===== src/rtl/keypad_pkg.sv =====
// Shared definitions for the keypad event front end: event kinds and the
// packed event layout used in the event FIFO.
package keypad_pkg;

    localparam int EV_IDX_W = 4;

    localparam logic EV_PRESS   = 1'b0;
    localparam logic EV_RELEASE = 1'b1;

    typedef struct packed {
        logic                kind;
        logic [EV_IDX_W-1:0] index;
    } key_event_t;

endpackage


===== src/rtl/key_debounce.sv =====
// One key: registers the raw level, counts consecutive cycles where the
// sample disagrees with the debounced level, and commits the new level
// (with a one-cycle change strobe) on the DEBOUNCE-th disagreeing cycle.
module key_debounce #(
    parameter int DEBOUNCE = 4
) (
    input  logic clk,
    input  logic reset,
    input  logic level_i,
    output logic stable_o,
    output logic change_o
);
    localparam int CNT_W = $clog2(DEBOUNCE) + 1;
    localparam logic [CNT_W-1:0] CNT_LAST = CNT_W'(DEBOUNCE - 1);

    logic             r_q;
    logic             stable_q, stable_d;
    logic [CNT_W-1:0] cnt_q, cnt_d;

    // Counter restarts on agreement; the last disagreeing cycle flips the level.
    always_comb begin
        change_o = (r_q != stable_q) && (cnt_q == CNT_LAST);
        stable_d = stable_q;
        cnt_d    = cnt_q;
        if (r_q == stable_q) begin
            cnt_d = '0;
        end else if (change_o) begin
            stable_d = r_q;
            cnt_d    = '0;
        end else begin
            cnt_d = cnt_q + CNT_W'(1);
        end
    end

    // Sample register, debounced level and counter.
    always_ff @(posedge clk) begin
        if (reset) begin
            r_q      <= 1'b0;
            stable_q <= 1'b0;
            cnt_q    <= '0;
        end else begin
            r_q      <= level_i;
            stable_q <= stable_d;
            cnt_q    <= cnt_d;
        end
    end

    assign stable_o = stable_q;

endmodule


===== src/rtl/keypad_events.sv =====
// Keypad front end: per-key debounce, held-key priority index, release
// trigger for the wait-for-key path, and an event FIFO fed from one pending
// slot per key through a lowest-index-first arbiter.
module keypad_events
    import keypad_pkg::*;
#(
    parameter int N_KEYS     = 16,
    parameter int IDX_W      = 4,
    parameter int DEBOUNCE   = 4,
    parameter int FIFO_DEPTH = 8
) (
    input  logic              clk,
    input  logic              reset,
    input  logic [N_KEYS-1:0] keypad_matrix,
    output logic [N_KEYS-1:0] keys_stable,
    output logic              any_held,
    output logic [IDX_W-1:0]  held_index,
    output logic              release_trigger,
    output logic [IDX_W-1:0]  release_index,
    output logic              ev_valid,
    output logic [IDX_W-1:0]  ev_index,
    output logic              ev_release,
    input  logic              ev_ready,
    output logic              ev_overflow,
    input  logic              clr_overflow
);
    localparam int AW    = $clog2(FIFO_DEPTH);
    localparam int PTR_W = AW + 1;

    logic [N_KEYS-1:0] chg;
    logic [N_KEYS-1:0] pend_q, pend_d, pend_rel_q, pend_rel_d, drain;
    logic              sel_found, sel_kind, loss;
    logic [IDX_W-1:0]  sel_idx;
    logic [PTR_W-1:0]  wptr_q, rptr_q;
    logic              empty, full, push, pop;
    logic [IDX_W:0]    mem_q [FIFO_DEPTH];
    logic              ovf_q, ovf_d, any_q, trig_d, trig_q;
    logic [IDX_W-1:0]  held_q, held_d, ridx_q, ridx_d;

    for (genvar k = 0; k < N_KEYS; k++) begin : g_key
        key_debounce #(.DEBOUNCE(DEBOUNCE)) u_db (
            .clk      (clk),
            .reset    (reset),
            .level_i  (keypad_matrix[k]),
            .stable_o (keys_stable[k]),
            .change_o (chg[k])
        );
    end

    assign any_held = |keys_stable;

    assign empty    = (wptr_q == rptr_q);
    assign full     = (wptr_q[AW] != rptr_q[AW]) && (wptr_q[AW-1:0] == rptr_q[AW-1:0]);
    assign pop      = !empty && ev_ready;
    assign push     = sel_found && (!full || pop);
    assign ev_valid = !empty;
    assign {ev_release, ev_index} = empty ? '0 : mem_q[rptr_q[AW-1:0]];

    // Arbiter: lowest-index occupied slot (descending scan, last hit wins).
    always_comb begin
        sel_found = 1'b0;
        sel_idx   = '0;
        sel_kind  = EV_PRESS;
        for (int k = N_KEYS - 1; k >= 0; k--) begin
            if (pend_q[k]) begin
                sel_found = 1'b1;
                sel_idx   = IDX_W'(k);
                sel_kind  = pend_rel_q[k];
            end
        end
    end

    // Slot update: drain the pushed slot, accept new edges unless the slot is still busy.
    always_comb begin
        pend_d     = pend_q;
        pend_rel_d = pend_rel_q;
        drain      = '0;
        loss       = 1'b0;
        for (int k = 0; k < N_KEYS; k++) begin
            drain[k] = push && (sel_idx == IDX_W'(k));
            if (drain[k]) pend_d[k] = 1'b0;
            if (chg[k]) begin
                if (pend_q[k] && !drain[k]) begin
                    loss = 1'b1;
                end else begin
                    pend_d[k]     = 1'b1;
                    pend_rel_d[k] = keys_stable[k] ? EV_RELEASE : EV_PRESS;
                end
            end
        end
        ovf_d = loss ? 1'b1 : (clr_overflow ? 1'b0 : ovf_q);
    end

    // Held-key priority encode (highest wins, hold when idle) and release detect.
    always_comb begin
        held_d = held_q;
        for (int k = 0; k < N_KEYS; k++) begin
            if (keys_stable[k]) held_d = IDX_W'(k);
        end
        trig_d = any_q && !any_held;
        ridx_d = trig_d ? held_q : ridx_q;
    end

    // Control state: slots, pointers, sticky overflow, held/release registers.
    always_ff @(posedge clk) begin
        if (reset) begin
            pend_q     <= '0;
            pend_rel_q <= '0;
            wptr_q     <= '0;
            rptr_q     <= '0;
            ovf_q      <= 1'b0;
            any_q      <= 1'b0;
            trig_q     <= 1'b0;
            held_q     <= '0;
            ridx_q     <= '0;
        end else begin
            pend_q     <= pend_d;
            pend_rel_q <= pend_rel_d;
            if (push) wptr_q <= wptr_q + PTR_W'(1);
            if (pop)  rptr_q <= rptr_q + PTR_W'(1);
            ovf_q      <= ovf_d;
            any_q      <= any_held;
            trig_q     <= trig_d;
            held_q     <= held_d;
            ridx_q     <= ridx_d;
        end
    end

    // Event storage; contents are only meaningful between the pointers.
    always_ff @(posedge clk) begin
        if (push) mem_q[wptr_q[AW-1:0]] <= {sel_kind, sel_idx};
    end

    assign ev_overflow     = ovf_q;
    assign held_index      = held_q;
    assign release_trigger = trig_q;
    assign release_index   = ridx_q;

endmodule


===== config.mk =====
export PLATFORM = sky130hd
export DESIGN_NAME = keypad_events
export DESIGN_NICKNAME = d
export VERILOG_FILES = /design/src/rtl/keypad_pkg.sv /design/src/rtl/key_debounce.sv /design/src/rtl/keypad_events.sv
export SDC_FILE = /design/constraint.sdc
export NUM_CORES = 1
export LEC_CHECK = 0
export CELL_PAD_IN_SITES_DETAIL_PLACEMENT = 1
export CELL_PAD_IN_SITES_GLOBAL_PLACEMENT = 1
export CORE_MARGIN = 2
export CORE_UTILIZATION = 47
export DETAILED_ROUTE_END_ITERATION = 7
export HOLD_SLACK_MARGIN = 0.15
export PLACE_DENSITY_LB_ADDON = 0.15
export SLEW_MARGIN = 0
export SYNTH_ARGS = -nofsm -noshare
export SYNTH_HDL_FRONTEND = slang
export SYNTH_HIERARCHICAL = 1
export SYNTH_SLANG_ARGS = --single-unit
export TNS_END_PERCENT = 1

===== constraint.sdc =====
create_clock -name clk -period 2.6 [get_ports clk]
set_input_delay 0.52 -clock clk [delete_from_list [all_inputs] [get_ports clk]]
set_output_delay 0.52 -clock clk [all_outputs]
set_load 0.05 [all_outputs]

# Word-level counts from Yosys, hierarchy flattened
# Memories as Yosys holds them, arrays and structs flattened. A register that Yosys moved wholly into a read port is not among the register bits.
# Cells that the tools add are included.
# classes
addsub	18
mul	0
n_div	0
order_cmp	0
n_eq_ne	66
n_shift	0
muxes	167
bitwise	32
reduce_logical	124
# ops
cell	count
1-bit 2-to-1 mux	132
4-bit 2-to-1 mux	32
2-bit AND reduction	32
1-bit logical AND	52
3-bit by 1-bit adder with 3-bit output, second input constant	16
3-bit by 2-bit == test with 1-bit output, second input constant	16
3-bit OR reduction	16
4-bit == test, second input constant	8
1-bit NOT	32
1-bit zero test	19
1-bit inequality test	17
1-bit == test	16
4-bit by 3-bit == test with 1-bit output, second input constant	4
16-bit nonzero test	1
16-bit OR reduction	1
4-bit by 1-bit adder with 4-bit output, second input constant	2
4-bit by 2-bit == test with 1-bit output, second input constant	2
3-bit 2-to-1 mux	2
5-bit 2-to-1 mux	1
4-bit by 1-bit == test with 1-bit output, second input constant	1
4-bit == test	1
4-bit zero test	1
3-bit == test	1
2-bit nonzero test	1
1-bit logical OR	1
# totals
ff_bits	131
latchBits	0
mem_bits_rw	40
mem_bits_ro	0
in_bits	20
output_inout_bits	33
wordCells	480
mem_count	1
# memory_table
name	words	width	read_ports	rd_ports_with_merged_regs	wr	line_no	source
mem_q	8	5	1	1	1	keypad_events.sv:36	logic [IDX_W:0] mem_q [FIFO_DEPTH];

# Logic depth before layout (Yosys ltp)
# depth
ltp_word	53
depth_mapped	10
mapped_depth_nobuf	10

# Cells and area by module
# Netlist, hierarchy kept.
# by_module_without_submodules
module	n_inst	cells_per_inst	area_each_um2	seq_area_each_um2
keypad_events	1	443	4504.3	2282.2
key_debounce	16	16	191.4	100.1

# Worst setup path before layout
# Ideal clock, no wire load.
# synth_path
path_type	register to output
start	register g_key[11].u_db.stable_q
end	output port any_held
t_arrival_ps	1953
t_required_ps	2080
slack_ps	127
stages_incl_launch_ff	6
n_path_buf	1
path_cell_list	dfxtp_1 > or4_1 > nor2_1 > and4_1 > clkbuf_1 > inv_1
# synth_between
elab_chain_cells	1
# synth_lines
item	line_no	source
start, declared	key_debounce.sv:17	logic stable_q, stable_d;
start signal, assigned	key_debounce.sv:43	stable_q <= stable_d;
16-bit OR reduction	keypad_events.sv:50	assign any_held = |keys_stable;
end, declared	keypad_events.sv:16	output logic any_held,
# Every way passes these cells.

# Worst setup path after layout
# Same ends and word-level chain as after synthesis.

==> results.ini <==
[synthesis]
syn_area_mm2 = 0.00757
synthArstFlopShare = 0
ys_seq_elements = 174
syn_inst = 699
synthFlopType = dfxtp_1
synth_nets = 753
ys_types = 65
yosysSeqAreaShare = 0.513
synth_area_per_cell_um2 = 10.8
synth-edff-count = 40
yosys_warnings = 6

[outcome]
run_status = complete, no violations

[global_routing]
grt_pass1_vias = 5974
grt_pass1_wl_um = 29700
grt_remaining_overflow = 0
antenna_found_initial = 0
grt_max_degree = 52
grt_usage = 0.224

[timing]
min_period_ps = 2520
fin_crit_sh = 0.969
tightest_slew_ps = 630
hold_viol_final = 0
whs_ps = 427
tns_ps = 0
grt_setup_unrepaired = no
maxSlewHeadroom = 0.580
setup_viol = 0
fmax_mhz = 397
slew_violations = 0
finClkSkew_ps = 8.67

[die]
die_h_um = 131
dieArea_mm2 = 0.0171
fp-row-count = 46
die_w_um = 131
core_region_area_mm2 = 0.0158
io_pins = 53
initial_core_util = 0.478

[job]
drv_cap = 0

[cts]
htreeDepth = 4
cts_inserted_buffers = 17
clockBufferDepth = 2
cts.sinks = 174
cts_tree = built
clk-insertion-delay-late_ps = 430
path_clk_slew_ps = 60
clock-root-buffer = clkbuf_16
postCtsSetupBuffers = 0

[final_layout]
fin_nets = 836
final_common_cell = dfxtp_1
final_cell_mix = dfxtp_1 (134), nor2_1 (86), clkdlybuf4s50_1 (44)
drive_above_1_share = 0.150
n_antenna_cell = 0
area_delta_synth_final_pct = 20.6

[power]
internal_power_mw = 4.44
power_density_mw_per_mm2 = 610
swShare = 0.202
power.net_switching_mw = 1.13
leakage_nw = 3.23
p_seq_frac = 0.503
p_comb_frac = 0.029
clockPowerShare = 0.468
peakVddDrop_uv = 454

[detailed_routing]
drc_errors = 0
via_count = 5562
drtAntennaViolNets = 0
dr.first_iter.drc_count = 280
wl_per_cell_um = 18.0
firstDrtPassIters = 4
wl_um = 18200
vias_per_cell = 5.50

[critical_path]
critPathKind = register to output port
worstPathArrival_ps = 2000
end_kind = output port
worstPathRequired_ps = 2080
crit_path_start_kind = register
path_max_fanout = 2

[place]
gp_congestion = 0.821
hpwl_um = 13100
portBuffers = 52

[worst_hold_path]
min_path_type = register to register

## power groups by stage
stage | sequential, mW | combinational [mW] | clock [mW]
2_1_floorplan | 2.86 | 0.0773 | 0
3_3_place_gp | 2.86 | 0.151 | 0
3_5_place_dp | 2.86 | 0.161 | 0
4_1_cts | 2.80 | 0.162 | 2.66
5_1_grt | 2.80 | 0.176 | 2.78
6_report | 2.80 | 0.160 | 2.60
## state kept, by name, indices dropped and copies added, names as in the netlist, named ones only
name and flops:
rptr_q 4, release_index 4, g_key.u_db/r_q 16, wptr_q 4
any_q 1, held_index 4, g_key.u_db/cnt_q 48, ev_overflow 1
pend_rel_q 16, release_trigger 1, g_key.u_db/stable_o 16, pend_q 16
mem_q 40
## cell families (layout without fill, tap and decap cells)
family	Yosys count	count (layout)	synth area share
DFF	174	174	0.513
muxes	42	42	0.0721
adders and majority gates	34	34	0.0562
AOI/OAI and AO/OA	103	103	0.101
and+or+nand+nor	268	268	0.201
buffers and inverters	54	150	0.0288
xor gates and xnor gates	24	24	0.0278
## synth_stat cells (15+ instances only)
master / count / area, um^2
nor4b_2: 16 / 240
nor4_1: 34 / 213
dfxtp_1: 134 / 2680
inv_1: 36 / 135
xnor2_1: 21 / 184
a21oi_1: 34 / 170
nor2_1: 87 / 327
nand3_1: 15 / 75.1
nand2_1: 39 / 146
mux2i_1: 32 / 320
ha_1: 34 / 425
nor2b_1: 42 / 263
edfxtp_1: 40 / 1200
## final timing paths
kind / from / slack [ps] / end / depth (start not counted)
worst min register to register: g_key[10].u_db/cnt_q[0] / 430 / g_key[10].u_db/cnt_q[0] / 1
worst min-delay path: g_key[10].u_db/cnt_q[0] / 430 / g_key[10].u_db/cnt_q[0] / 1
worst max-delay path: g_key[11].u_db/stable_o / 80 / any_held / 5
worst max register to register: g_key[1].u_db/cnt_q[0] / 250 / ev_overflow / 10
## cell type report
cell class	count	area, um^2
well taps	216	270
clock inverters	8	101
multi-input cells	471	3470
flip-flops and latches	174	3880
fillers	1700	6700
inverters	36	135
repair buffers	82	751
clock buffers	24	514
## metrics by stage
stage	std cells	power, mW	setup slack, ps	utilization	area, um^2
final	1011	5.56	80.2	0.576	9120
after global routing	1011	5.75	20.6	0.576	9120
after CTS	1011	5.62	47.0	0.576	9120
after detailed placement	979	3.02	81.4	0.537	8510
after global placement	979	3.01	107	0.537	8510
after floorplan	699	2.93	127	-	7570
## routing by layer
layer,share of wire,global-route usage
met1,0.45,0.275
met2,0.51,0.399
met3,0.027,0.0476
met4,0.013,0.0626
met5,0,0
## worst max-delay path: stages (launching register included)
cell,delay (ps)
dfxtp_1,320
or4_1,580
nor2_2,160
and4_1,270
inv_1,60
buf_4,180
## what timing repair did
item / in CTS / in global routing
endpoints found under the setup margin: 0 / 1
resized for setup: 0 / 1
hold buffers: 0 / 0
(Power assumes the default switching activity.)
